File: src/rtl/dram_slot_arbiter.sv
// dram_slot_arbiter
//   Time-slot arbiter that shares one 16-bit DRAM controller between video fetch,
//   the Z80 and DMA (SD card). Each slot is SLOT_LEN fclk cycles long and carries
//   exactly one access or one refresh. Requests are sampled in the last phase of
//   a slot. The winner is issued at phase 0 of the following slot.
//
// Ports
//   fclk, rst            clock and synchronous active-high reset
//   req/req_rnw          per-requester level request and direction ([0]=video [1]=cpu [2]=dma)
//   req_addr/_wrdata/_bsel  per-requester access fields, packed as slices
//   ack                  one-hot pulse at phase 0: request taken in this slot
//   rdy                  one-hot pulse RD_LAT cycles after dram_req: access complete
//   rd_data              last read data (shows dram_rddata during the rdy cycle of a read)
//   cpu_stall            held for a whole slot in which the cpu asked and lost
//   dram_req/dram_rfsh   phase-0 pulses starting an access or a refresh cycle
//   dram_rnw/addr/wrdata/bsel  access fields, stable for the whole slot
//   dram_rddata          read data from the cycle generator, valid RD_LAT cycles after dram_req
module dram_slot_arbiter #(
  parameter int AW         = 21,
  parameter int SLOT_LEN   = 4,
  parameter int RD_LAT     = 3,
  parameter int STARVE_MAX = 4,
  parameter int RFSH_MAX   = 32
) (
  input  logic              fclk,
  input  logic              rst,
  input  logic [2:0]        req,
  input  logic [2:0]        req_rnw,
  input  logic [3*AW-1:0]   req_addr,
  input  logic [47:0]       req_wrdata,
  input  logic [5:0]        req_bsel,
  output logic [2:0]        ack,
  output logic [2:0]        rdy,
  output logic [15:0]       rd_data,
  output logic              cpu_stall,
  output logic              dram_req,
  output logic              dram_rfsh,
  output logic              dram_rnw,
  output logic [AW-1:0]     dram_addr,
  output logic [15:0]       dram_wrdata,
  output logic [1:0]        dram_bsel,
  input  logic [15:0]       dram_rddata
);

  localparam int PH_W = $clog2(SLOT_LEN);
  localparam int ST_W = $clog2(STARVE_MAX + 1);
  localparam int RF_W = $clog2(RFSH_MAX + 1);

  localparam logic [PH_W-1:0] PH_LAST = PH_W'(SLOT_LEN - 1);
  localparam logic [ST_W-1:0] ST_SAT  = ST_W'(STARVE_MAX);
  localparam logic [RF_W-1:0] RF_SAT  = RF_W'(RFSH_MAX);

  function automatic logic [ST_W-1:0] starve_inc(input logic [ST_W-1:0] v);
    return (v >= ST_SAT) ? ST_SAT : v + ST_W'(1);
  endfunction

  function automatic logic [RF_W-1:0] rfsh_inc(input logic [RF_W-1:0] v);
    return (v >= RF_SAT) ? RF_SAT : v + RF_W'(1);
  endfunction

  logic [PH_W-1:0] phase;
  logic [ST_W-1:0] starve_cnt;
  logic [RF_W-1:0] rfsh_cnt;

  logic            sample;
  logic            force_rfsh;
  logic            dma_hi;
  logic [2:0]      win_sel;
  logic            win_rfsh;
  logic [1:0]      win_idx;
  logic            win_rnw;
  logic [AW-1:0]   win_addr;
  logic [15:0]     win_wrdata;
  logic [1:0]      win_bsel;

  logic [2:0]      inflight_sel_p1 [RD_LAT];
  logic            inflight_rnw_p1 [RD_LAT];
  logic            rd_hit;
  logic [15:0]     rd_data_q;

  // Stage p0: arbitration at the last phase of the slot
  always_comb begin
    sample     = (phase == PH_LAST);
    force_rfsh = (rfsh_cnt >= RF_SAT);
    dma_hi     = (starve_cnt >= ST_SAT);
    win_sel    = 3'b000;
    win_rfsh   = 1'b0;
    if (force_rfsh) begin
      win_rfsh = 1'b1;
    end else if (req[0]) begin
      win_sel = 3'b001;
    end else if (req[2] && dma_hi) begin
      win_sel = 3'b100;
    end else if (req[1]) begin
      win_sel = 3'b010;
    end else if (req[2]) begin
      win_sel = 3'b100;
    end else begin
      win_rfsh = 1'b1;
    end
  end

  always_comb begin
    win_idx = 2'd0;
    if (win_sel[1]) begin
      win_idx = 2'd1;
    end else if (win_sel[2]) begin
      win_idx = 2'd2;
    end
  end

  always_comb begin
    win_rnw    = req_rnw[0];
    win_addr   = req_addr[0 +: AW];
    win_wrdata = req_wrdata[0 +: 16];
    win_bsel   = req_bsel[0 +: 2];
    case (win_idx)
      2'd1: begin
        win_rnw    = req_rnw[1];
        win_addr   = req_addr[AW +: AW];
        win_wrdata = req_wrdata[16 +: 16];
        win_bsel   = req_bsel[2 +: 2];
      end
      2'd2: begin
        win_rnw    = req_rnw[2];
        win_addr   = req_addr[2*AW +: AW];
        win_wrdata = req_wrdata[32 +: 16];
        win_bsel   = req_bsel[4 +: 2];
      end
      default: begin
        win_rnw    = req_rnw[0];
        win_addr   = req_addr[0 +: AW];
        win_wrdata = req_wrdata[0 +: 16];
        win_bsel   = req_bsel[0 +: 2];
      end
    endcase
  end

  // Stage p0 -> phase 0: grant, slot counters and in-flight tracking
  always_ff @(posedge fclk) begin
    if (rst) begin
      phase      <= '0;
      starve_cnt <= '0;
      rfsh_cnt   <= '0;
      ack        <= 3'b000;
      dram_req   <= 1'b0;
      dram_rfsh  <= 1'b0;
      cpu_stall  <= 1'b0;
      for (int k = 0; k < RD_LAT; k++) begin
        inflight_sel_p1[k] <= 3'b000;
      end
    end else begin
      phase     <= sample ? '0 : phase + PH_W'(1);
      ack       <= 3'b000;
      dram_req  <= 1'b0;
      dram_rfsh <= 1'b0;
      if (sample) begin
        ack        <= win_sel;
        dram_req   <= |win_sel;
        dram_rfsh  <= win_rfsh;
        cpu_stall  <= req[1] & ~win_sel[1];
        starve_cnt <= (!req[2] || win_sel[2]) ? '0 : starve_inc(starve_cnt);
        rfsh_cnt   <= win_rfsh ? '0 : rfsh_inc(rfsh_cnt);
      end
      // ack is non-zero only in the dram_req cycle, so it seeds the rdy pipe directly
      inflight_sel_p1[0] <= ack;
      for (int k = 1; k < RD_LAT; k++) begin
        inflight_sel_p1[k] <= inflight_sel_p1[k-1];
      end
    end
  end

  // Stage p0 -> phase 0: access fields, held through refresh slots
  always_ff @(posedge fclk) begin
    if (rst) begin
      dram_rnw    <= 1'b0;
      dram_addr   <= '0;
      dram_wrdata <= 16'h0000;
      dram_bsel   <= 2'b00;
      rd_data_q   <= 16'h0000;
    end else begin
      if (sample && (|win_sel)) begin
        dram_rnw    <= win_rnw;
        dram_addr   <= win_addr;
        dram_wrdata <= win_wrdata;
        dram_bsel   <= win_bsel;
      end
      if (rd_hit) begin
        rd_data_q <= dram_rddata;
      end
    end
  end

  // Stage p1: direction travels with the in-flight one-hot select
  always_ff @(posedge fclk) begin
    inflight_rnw_p1[0] <= dram_rnw;
    for (int k = 1; k < RD_LAT; k++) begin
      inflight_rnw_p1[k] <= inflight_rnw_p1[k-1];
    end
  end

  // Stage p2: completion; read data bypasses the holding register in the rdy cycle
  assign rdy     = inflight_sel_p1[RD_LAT-1];
  assign rd_hit  = (|rdy) & inflight_rnw_p1[RD_LAT-1];
  assign rd_data = rd_hit ? dram_rddata : rd_data_q;

endmodule

File: config.mk
export PLATFORM = sky130hd
export DESIGN_NAME = dram_slot_arbiter
export DESIGN_NICKNAME = d
export VERILOG_FILES = /design/src/rtl/dram_slot_arbiter.sv
export SDC_FILE = /design/constraint.sdc
export NUM_CORES = 1
export LEC_CHECK = 0
export ABC_AREA = 1
export ABC_CLOCK_PERIOD_IN_PS = 3300
export CAP_MARGIN = 20
export CORE_MARGIN = 1
export CORE_UTILIZATION = 45
export DETAILED_ROUTE_END_ITERATION = 6
export PLACE_DENSITY = 0.88
export SYNTH_ARGS = -nofsm -noshare
export SYNTH_HDL_FRONTEND = slang
export SYNTH_SLANG_ARGS = --single-unit
export TNS_END_PERCENT = 30
File: constraint.sdc
create_clock -name fclk -period 3.3 [get_ports fclk]
set_clock_uncertainty 0.2 [all_clocks]
set_input_delay 0.825 -clock fclk [delete_from_list [all_inputs] [get_ports fclk]]
set_output_delay 0.825 -clock fclk [all_outputs]
set_load 0.005 [all_outputs]
Word level (Yosys, flattened, before mapping)
Memory sizes are Yosys's and may differ from the RTL's.
Cells that the tools add are included.
W data, S select, Z words.
{"block": "op_classes", "order_cmp": 2, "n_eq_ne": 3, "bitwise_logic": 7, "add_sub_neg": 3, "mux": 27, "reduce_logical": 8}
{"operator": "$pmux W21 S2", "count": 1}
{"operator": "$pmux W16 S2", "count": 1}
{"operator": "$mux W3", "count": 10}
{"operator": "$mux W16", "count": 1}
{"operator": "$mux W6", "count": 2}
{"operator": "$mux W1", "count": 8}
{"operator": "$add A6 B1 Y6 const B", "count": 1}
{"operator": "$ge A6 B6 Y1 const B", "count": 1}
{"operator": "$reduce_or A3 Y1", "count": 2}
{"operator": "$eq A2 B2 Y1 const B", "count": 2}
{"operator": "$mux W2", "count": 2}
{"operator": "$pmux W2 S2", "count": 1}
{"operator": "$reduce_or A2 Y1", "count": 2}
{"operator": "$add A3 B1 Y3 const B", "count": 1}
{"operator": "$ge A3 B3 Y1 const B", "count": 1}
{"operator": "$or A1 B1 Y1", "count": 3}
{"operator": "$add A2 B1 Y2 const B", "count": 1}
{"operator": "$and A1 B1 Y1", "count": 2}
{"operator": "$eq A2 B1 Y1 const B", "count": 1}
{"operator": "$logic_and A1 B1 Y1", "count": 2}
{"operator": "$not A1 Y1", "count": 2}
{"operator": "$pmux W1 S2", "count": 1}
{"operator": "$logic_not A1 Y1", "count": 1}
{"operator": "$logic_or A1 B1 Y1", "count": 1}
{"block": "word_totals", "regBits": 73, "mem_bits_rw": 12, "n_memories": 2}
{"memory": "inflight_sel_p1", "words": 3, "word_bits": 3, "rd": 3, "rd_clocked_by_memory_dff": 0, "write_ports": 3, "line_no": "76", "text": "logic [2:0] inflight_sel_p1 [RD_LAT];"}
{"memory": "inflight_rnw_p1", "words": 3, "word_bits": 1, "rd": 3, "rd_clocked_by_memory_dff": 0, "write_ports": 3, "line_no": "77", "text": "logic inflight_rnw_p1 [RD_LAT];"}

Longest topological paths before layout
Gate-level depths: netlist of run 1.
{"block": "logic_depth", "word_depth": 9, "ltp_mapped": 10, "mapped_depth_nobuf": 8}

Worst setup path after synthesis of run 1
Ideal clock, no wire load.
{"block": "synth_path", "path_kind": "input to output", "startpoint": "input port dram_rddata[0]", "endpoint": "output port rd_data[0]", "cell_stages": 2, "setup_slack_ns": 1.196, "required_ns": 2.275, "arrival_time_ns": 1.079, "cell_sequence": "o21ai_0 > inv_1"}
{"block": "synth_between", "elab_chain_cells": 1}
{"element": "from (decl)", "line_no": "42", "text": "input logic [15:0] dram_rddata"}
{"element": "$mux W16"}
{"element": "to (decl)", "line_no": "34", "text": "output logic [15:0] rd_data,"}
No other way between the ends.

Worst setup path in the final report of run 1
{"block": "layout_path", "startpoint": "input port dram_rddata[4]", "endpoint": "output port rd_data[4]"}
The elaborated chain is that of the path after synthesis.

==> impl_metrics.py, run 1 <==
metrics = {
    "outcome": {
        "outcome": "complete, no violations",
    },
    "grt": {
        "grt.total_usage_pct": 25.2,
        "global_route.overflow_total": 0,
        "grt_antenna_before_repair": 0,
        "grt_start_max_net_pins": 84,
        "grt_pass1_wl_mm": 20.8,
        "first_global_vias": 4565,
    },
    "run": {
        "drv_cap": 0,
    },
    "drt": {
        "wl_met2_mm": 6.59,
        "routed_via_count": 5092,
        "antenna_violating_nets_post_route": 0,
        "detailroute.wirelength.met3_mm": 1.17,
        "top_layer_used": "met4",
        "drt-met1-wl_mm": 5.22,
        "totalWireLength_mm": 13.3,
        "drtIter0Drc": 227,
        "vias_per_cell": 4.98,
        "drt_pre_antenna_iters": 5,
        "drc": 0,
        "avg_wl_per_cell_um": 13.0,
    },
    "cts": {
        "cts.hold.buffers_added": 0,
        "clock_tree_buf_depth": 2,
        "cts_htree_levels": 3,
        "clockRootBuffer": "clkbuf_8",
        "postCtsSetupBuffers": 0,
        "cts_tree": "yes",
        "cts_made_buffers": 9,
        "clk_latency_ns": 0.35,
        "clk_transition_reported_paths_ns": 0.10,
        "cts_resized": 0,
        "sinks_on_the_clock_net": 85,
    },
    "sta": {
        "grt_setup_unrepaired": "false",
        "timing.final.setup_violations": 0,
        "final_total_negative_setup_slack_ns": 0,
        "hold_viol_final": 0,
        "tightest_slew_ns": 0.782,
        "layout_setup_ws_ns": 0.238,
        "finalWorstPathRequiredPeriod_ns": 3.06,
        "timing.final.crit_share_pct": 92.8,
        "max_freq_ghz": 0.327,
        "slew_viols_final": 0,
        "slew-limit-headroom_pct": 47.8,
    },
    "placement": {
        "placedInstanceArea_um2": 6570,
        "io_buffers": 205,
        "place.detailed.hpwl_mm": 9.31,
        "pre_cts_ws_ns": 0.252,
        "gp_congestion": 0.800,
        "placed_cells": 1006,
    },
    "cells_and_area": {
        "postLayoutCellArea_um2": 6770,
        "multi_input_area_um2": 2170,
        "area_growth_syn_to_layout_pct": 48.8,
        "n_antenna_cell": 0,
        "regArea_um2": 1700,
        "layout.filler_cells": 840,
        "num-nets-final": 1030,
        "finalNonFillerCells": 1022,
        "layout-drive-gt1-share_pct": 5.06,
    },
    "power_and_ir_drop": {
        "cellLeakagePower_nw": 3.20,
        "power.density_nw_per_um2": 335,
        "vdd_ir_drop_max_mv": 0.238,
        "p_total_mw": 2.27,
    },
    "logic_synthesis": {
        "postSynth.topFlopCell": "dfxtp_1",
        "edff_count_synth": 0,
        "avgSynthCellArea_um2": 6.42,
        "synth_most_common_cell": "nand2_1",
        "async_reset_ff_share_pct": 0,
        "synth.net_count": 855,
        "synthesis.yosys.warnings": 0,
        "post-synth-top-area-cell": "dfxtp_1",
        "syn-cell-area_um2": 4550,
        "synth-seq-area-share_pct": 37.4,
        "synth_top_area_share_pct": 37.4,
        "yosys.cell_types.count": 24,
        "flops_latches_synth": 85,
        "synth.area.top_cells": "dfxtp_1 37%, nand2_1 15%, nand4_1 11%, nor2_1 9.5%, inv_1 7.3%",
        "synthesis.instances": 709,
        "synth_commonest_cells": "185 x nand2_1, 115 x nor2_1, 89 x inv_1",
    },
    "floorplan": {
        "die-width_um": 103,
        "boundaryPins": 206,
        "die_height_um": 103,
        "design.core.area_um2": 9770,
        "design.die.area_um2": 10500,
        "floorplan.initialDensity_pct": 46.6,
        "placement_rows": 36,
    },
    "setup_path": {
        "worstPathArrival_ns": 2.04,
        "crit_path_start_kind": "input pin",
        "worst_path_class_setup": "input pin to primary output",
        "cpMaxStageDelayCell": "clkdlybuf4s50_1",
        "timing.critical_path.mode_cell": "clkdlybuf4s50_1",
        "critical_path.cell_chain": "clkdlybuf4s50_1 > o21ai_0 > inv_1 > clkdlybuf4s50_1",
        "cp_data_required_time_ns": 2.27,
        "cp_max_fo": 2,
        "critPathCaptureType": "primary output",
        "worst_path_largest_cell_delay_ns": 0.45,
    },
    "worst_hold_path": {
        "timing.hold.worst.class": "register to register",
    },
}
==> report_power, final <==
group | internal (mW) | switching [mW] | total (mW)
clock | 0.301 | 0.424 | 0.725
combinational | 0.259 | 0.204 | 0.463
sequential | 1.06 | 0.0167 | 1.08
==> worst paths after layout <==
| path | from | endpoint | slack, ns | depth (start not counted) |
|---|---|---|---|---|
| min | inflight_rnw_p1[0][1]$_DFF_P_ | inflight_rnw_p1[0][2]$_DFF_P_ | 0.14 | 0 |
| max | dram_rddata[4] | rd_data[4] | 0.24 | 4 |
| max reg2reg | rfsh_cnt[5]$_SDFFE_PP0P_ | starve_cnt[1]$_SDFFE_PP0P_ | 1.43 | 5 |
| min reg2reg | inflight_rnw_p1[0][1]$_DFF_P_ | inflight_rnw_p1[0][2]$_DFF_P_ | 0.14 | 0 |
==> sequential cells by signal (all words and copies together), names as in the netlist <==
signal / cells
dram_rnw: 1
cpu_stall: 1
ack: 3
phase: 2
dram_wrdata: 16
starve_cnt: 3
rd_data_q: 16
dram_bsel: 2
inflight_rnw_p1: 3
dram_rfsh: 1
dram_req: 1
rfsh_cnt: 6
dram_addr: 21
inflight_sel_p1: 9
==> layout make-up <==
type                       count  area share [%]
multi-input combinational    471            32.0
clock inverter                 7            1.13
inverter                      96            5.32
clock buffer                   9            1.83
timing repair buffer         221            32.1
sequential                    85            25.1
tap                          133            2.46
==> per-layer routing <==
layer | global-route usage, % | vias up
li1 | - | 2590
met1 | 28.3 | 2253
met2 | 45.1 | 224
met3 | 7.73 | 25
met4 | 8.90 | 0
met5 | 0 | -
==> cell families (layout without fill, tap and decap cells) <==
kind of cell | Yosys count | count (layout) | synth area share [%]
buffers and inverters | 153 | 333 | 15.1
xor gates and xnor gates | 2 | 2 | 0.385
adders and majority gates | 5 | 5 | 1.37
AOI/OAI and AO/OA | 26 | 26 | 2.89
DFF | 85 | 85 | 37.4
and+or+nand+nor | 438 | 438 | 42.9
==> stage by stage <==
stage / hold WS, ns / util, %
2_1_floorplan: 0.110 / -
3_3_place_gp: 0.116 / 67.2
3_5_place_dp: 0.117 / 67.2
4_1_cts: 0.141 / 69.3
5_1_grt: 0.144 / 69.3
6_report: 0.139 / 69.3
==> worst max-delay path, delay by kind of cell <==
family	cells	cell delay [ns]
buf+inv	3	0.92
compound gates	1	0.29
==> cell usage in the layout, fill, tap and decap left out, drive strengths merged <==
cell	synthesis	final
nand3b	1	1
xor2	2	2
ha	5	5
clkdlybuf4s50	0	205
o22ai	1	1
a21oi	3	3
inv	95	99
dfxtp	85	85
o21ai	22	22
clkinv	1	4
nor3	1	1
nand2	189	189
nor2	117	117
buf	44	16
nand3	47	47
clkbuf	13	9
nand4	83	83
Note: power is estimated with default switching activity, not from simulation.
==> run 2: changes to the inputs <==
--- a/config.mk
+++ b/config.mk
@@ -11,6 +11,7 @@
 export CORE_MARGIN = 1
 export CORE_UTILIZATION = 45
 export DETAILED_ROUTE_END_ITERATION = 6
+export MAX_ROUTING_LAYER = met4
 export PLACE_DENSITY = 0.88
 export SYNTH_ARGS = -nofsm -noshare
 export SYNTH_HDL_FRONTEND = slang
==> run 2 against run 1 <==
Design area unchanged. Routed wire length up 0.44%. Combinational power about the same. Largest power group unchanged. Worst setup slack unchanged. Sequential power about the same. Highest routed layer unchanged. Clock power about the same.
==> impl_metrics.py, run 2 (synthesized netlist as in run 1, its figures left out) <==
metrics = {
    "grt": {
        "grt_start_max_net_pins": 84,
        "grt_pass1_wl_mm": 20.8,
        "global_route.overflow_total": 0,
        "grt.total_usage_pct": 26.0,
        "grt_antenna_before_repair": 0,
        "first_global_vias": 4559,
    },
    "cells_and_area": {
        "finalCoreUtilization_pct": 69.3,
        "commonest_non_fill_non_tap_cell_in_the_layout": "clkdlybuf4s50_1",
        "layout.filler_cells": 840,
        "area_growth_syn_to_layout_pct": 48.8,
        "reg.largest.list": "dram_addr x21, dram_wrdata x16, rd_data_q x16",
        "largest-register": "dram_addr",
        "largest_register_ffs": 21,
        "layout-drive-gt1-share_pct": 5.06,
        "n_antenna_cell": 0,
        "top_library_cells_by_usage_in_the_layout_fill_and_taps_aside": "205 x clkdlybuf4s50_1, 185 x nand2_1, 115 x nor2_1",
        "finalNonFillerCells": 1022,
        "num-nets-final": 1030,
        "postLayoutCellArea_um2": 6770,
    },
    "placement": {
        "placedInstanceArea_um2": 6570,
        "placed_cells": 1006,
        "io_buffers": 205,
        "place.detailed.hpwl_mm": 9.31,
        "pre_cts_ws_ns": 0.252,
        "gp_congestion": 0.811,
    },
    "cts": {
        "cts_tree": "yes",
        "clk_transition_reported_paths_ns": 0.10,
        "cts_made_buffers": 9,
        "cts_resized": 0,
        "postCtsSetupBuffers": 0,
        "clk_latency_ns": 0.35,
        "cts.hold.buffers_added": 0,
        "clockRootBuffer": "clkbuf_8",
        "sinks_on_the_clock_net": 85,
        "cts_htree_levels": 3,
        "clock_tree_buf_depth": 2,
    },
    "outcome": {
        "outcome": "complete, no violations",
    },
    "power_and_ir_drop": {
        "clock_power_share_pct": 31.9,
        "power.density_nw_per_um2": 334,
        "p_total_mw": 2.26,
        "pwr-share-comb_pct": 20.5,
        "p_int_mw": 1.62,
        "vdd_ir_drop_max_mv": 0.238,
        "cellLeakagePower_nw": 3.20,
        "pwr-share-seq_pct": 47.6,
        "power.switching_mw": 0.643,
        "netSwitchingFraction_pct": 28.4,
    },
    "floorplan": {
        "boundaryPins": 206,
        "die_height_um": 103,
        "die-width_um": 103,
        "floorplan.initialDensity_pct": 46.6,
        "design.die.area_um2": 10500,
        "design.core.area_um2": 9770,
        "placement_rows": 36,
    },
    "sta": {
        "final_total_negative_setup_slack_ns": 0,
        "whs_ns": 0.139,
        "slew-limit-headroom_pct": 46.6,
        "max_freq_ghz": 0.327,
        "layout_setup_ws_ns": 0.238,
        "tightest_slew_ns": 0.801,
        "slew_viols_final": 0,
        "timing.final.setup_violations": 0,
        "timing.final.crit_share_pct": 92.8,
        "hold_viol_final": 0,
        "grt_setup_unrepaired": "false",
        "finalWorstPathRequiredPeriod_ns": 3.06,
    },
    "drt": {
        "drt_pre_antenna_iters": 5,
        "vias_per_cell": 5.00,
        "antenna_violating_nets_post_route": 0,
        "avg_wl_per_cell_um": 13.0,
        "totalWireLength_mm": 13.3,
        "drc": 0,
        "drtIter0Drc": 272,
        "routed_via_count": 5113,
    },
    "setup_path": {
        "critPathTopFamily": "buffers and inverters",
        "critPathCaptureType": "primary output",
        "cpMaxStageDelayCell": "clkdlybuf4s50_1",
        "critical_path.cell_chain": "clkdlybuf4s50_1 > o21ai_0 > inv_1 > clkdlybuf4s50_1",
        "cp_max_fo": 2,
        "worst_path_largest_cell_delay_ns": 0.45,
        "cp_data_required_time_ns": 2.27,
        "crit_path_start_kind": "input pin",
        "worstPathArrival_ns": 2.04,
        "timing.critical_path.mode_cell": "clkdlybuf4s50_1",
        "worstPathBufferInverterCount": 3,
        "worst_path_class_setup": "input pin to primary output",
    },
    "worst_hold_path": {
        "timing.hold.worst.class": "register to register",
    },
    "run": {
        "drv_cap": 0,
    },
}
-- run 2: cell counts in the layout (fill, tap and decap cells not counted) --
No cell type changed its count.
-- run 2: layout make-up --
type | instances | area (um^2) | area share [%]
clock buffer | 9 | 124 | 1.83
multi-input combinational | 471 | 2170 | 32.0
clock inverter | 7 | 76.3 | 1.13
timing repair buffer | 221 | 2170 | 32.1
tap | 133 | 166 | 2.46
inverter | 96 | 360 | 5.32
sequential | 85 | 1700 | 25.1
-- run 2: power by group through the flow --
stage / Clock (mW) / Sequential, mW / Combinational [mW]
after global routing: 0.797 / 1.08 / 0.509
after floorplan: 0 / 1.10 / 0.197
after detailed placement: 0 / 1.10 / 0.462
final: 0.722 / 1.08 / 0.464
after global placement: 0 / 1.10 / 0.456
after CTS: 0.743 / 1.08 / 0.464
-- run 2: routing by layer --
layer / track usage [%] / vias up / share of wire, %
li1: - / 2588 / -
met1: 28.8 / 2260 / 39
met2: 45.2 / 235 / 50
met3: 5.83 / 30 / 8.3
met4: 10.2 / 0 / 2.3
met5: - / - / 0
-- run 2: final timing paths --
path | start | endpoint | slack [ns] | cells past startpoint
worst max-delay path | dram_rddata[4] | rd_data[4] | 0.24 | 4
worst min-delay path | inflight_rnw_p1[0][1]$_DFF_P_ | inflight_rnw_p1[0][2]$_DFF_P_ | 0.14 | 0
worst max register to register | rfsh_cnt[5]$_SDFFE_PP0P_ | starve_cnt[1]$_SDFFE_PP0P_ | 1.41 | 5
worst min register to register | inflight_rnw_p1[0][1]$_DFF_P_ | inflight_rnw_p1[0][2]$_DFF_P_ | 0.14 | 0
-- run 2: worst reg2reg max path, delay by kind of cell, from the launching register on --
family	cells	cell delay (ns)
AO/OA/AOI/OAI	2	0.33
flip-flops	1	0.34
AND/OR/NAND/NOR	2	0.26
buffers and inverters	1	0.64
==> run 3: changes to the inputs <==
--- a/config.mk
+++ b/config.mk
@@ -11,6 +11,7 @@
 export CORE_MARGIN = 1
 export CORE_UTILIZATION = 45
 export DETAILED_ROUTE_END_ITERATION = 6
+export GPL_TIMING_DRIVEN = 1
 export MAX_ROUTING_LAYER = met4
 export PLACE_DENSITY = 0.88
 export SYNTH_ARGS = -nofsm -noshare
==> results of run 3 <==
The final DEF is identical to that of run 2; final timing and power are the same.
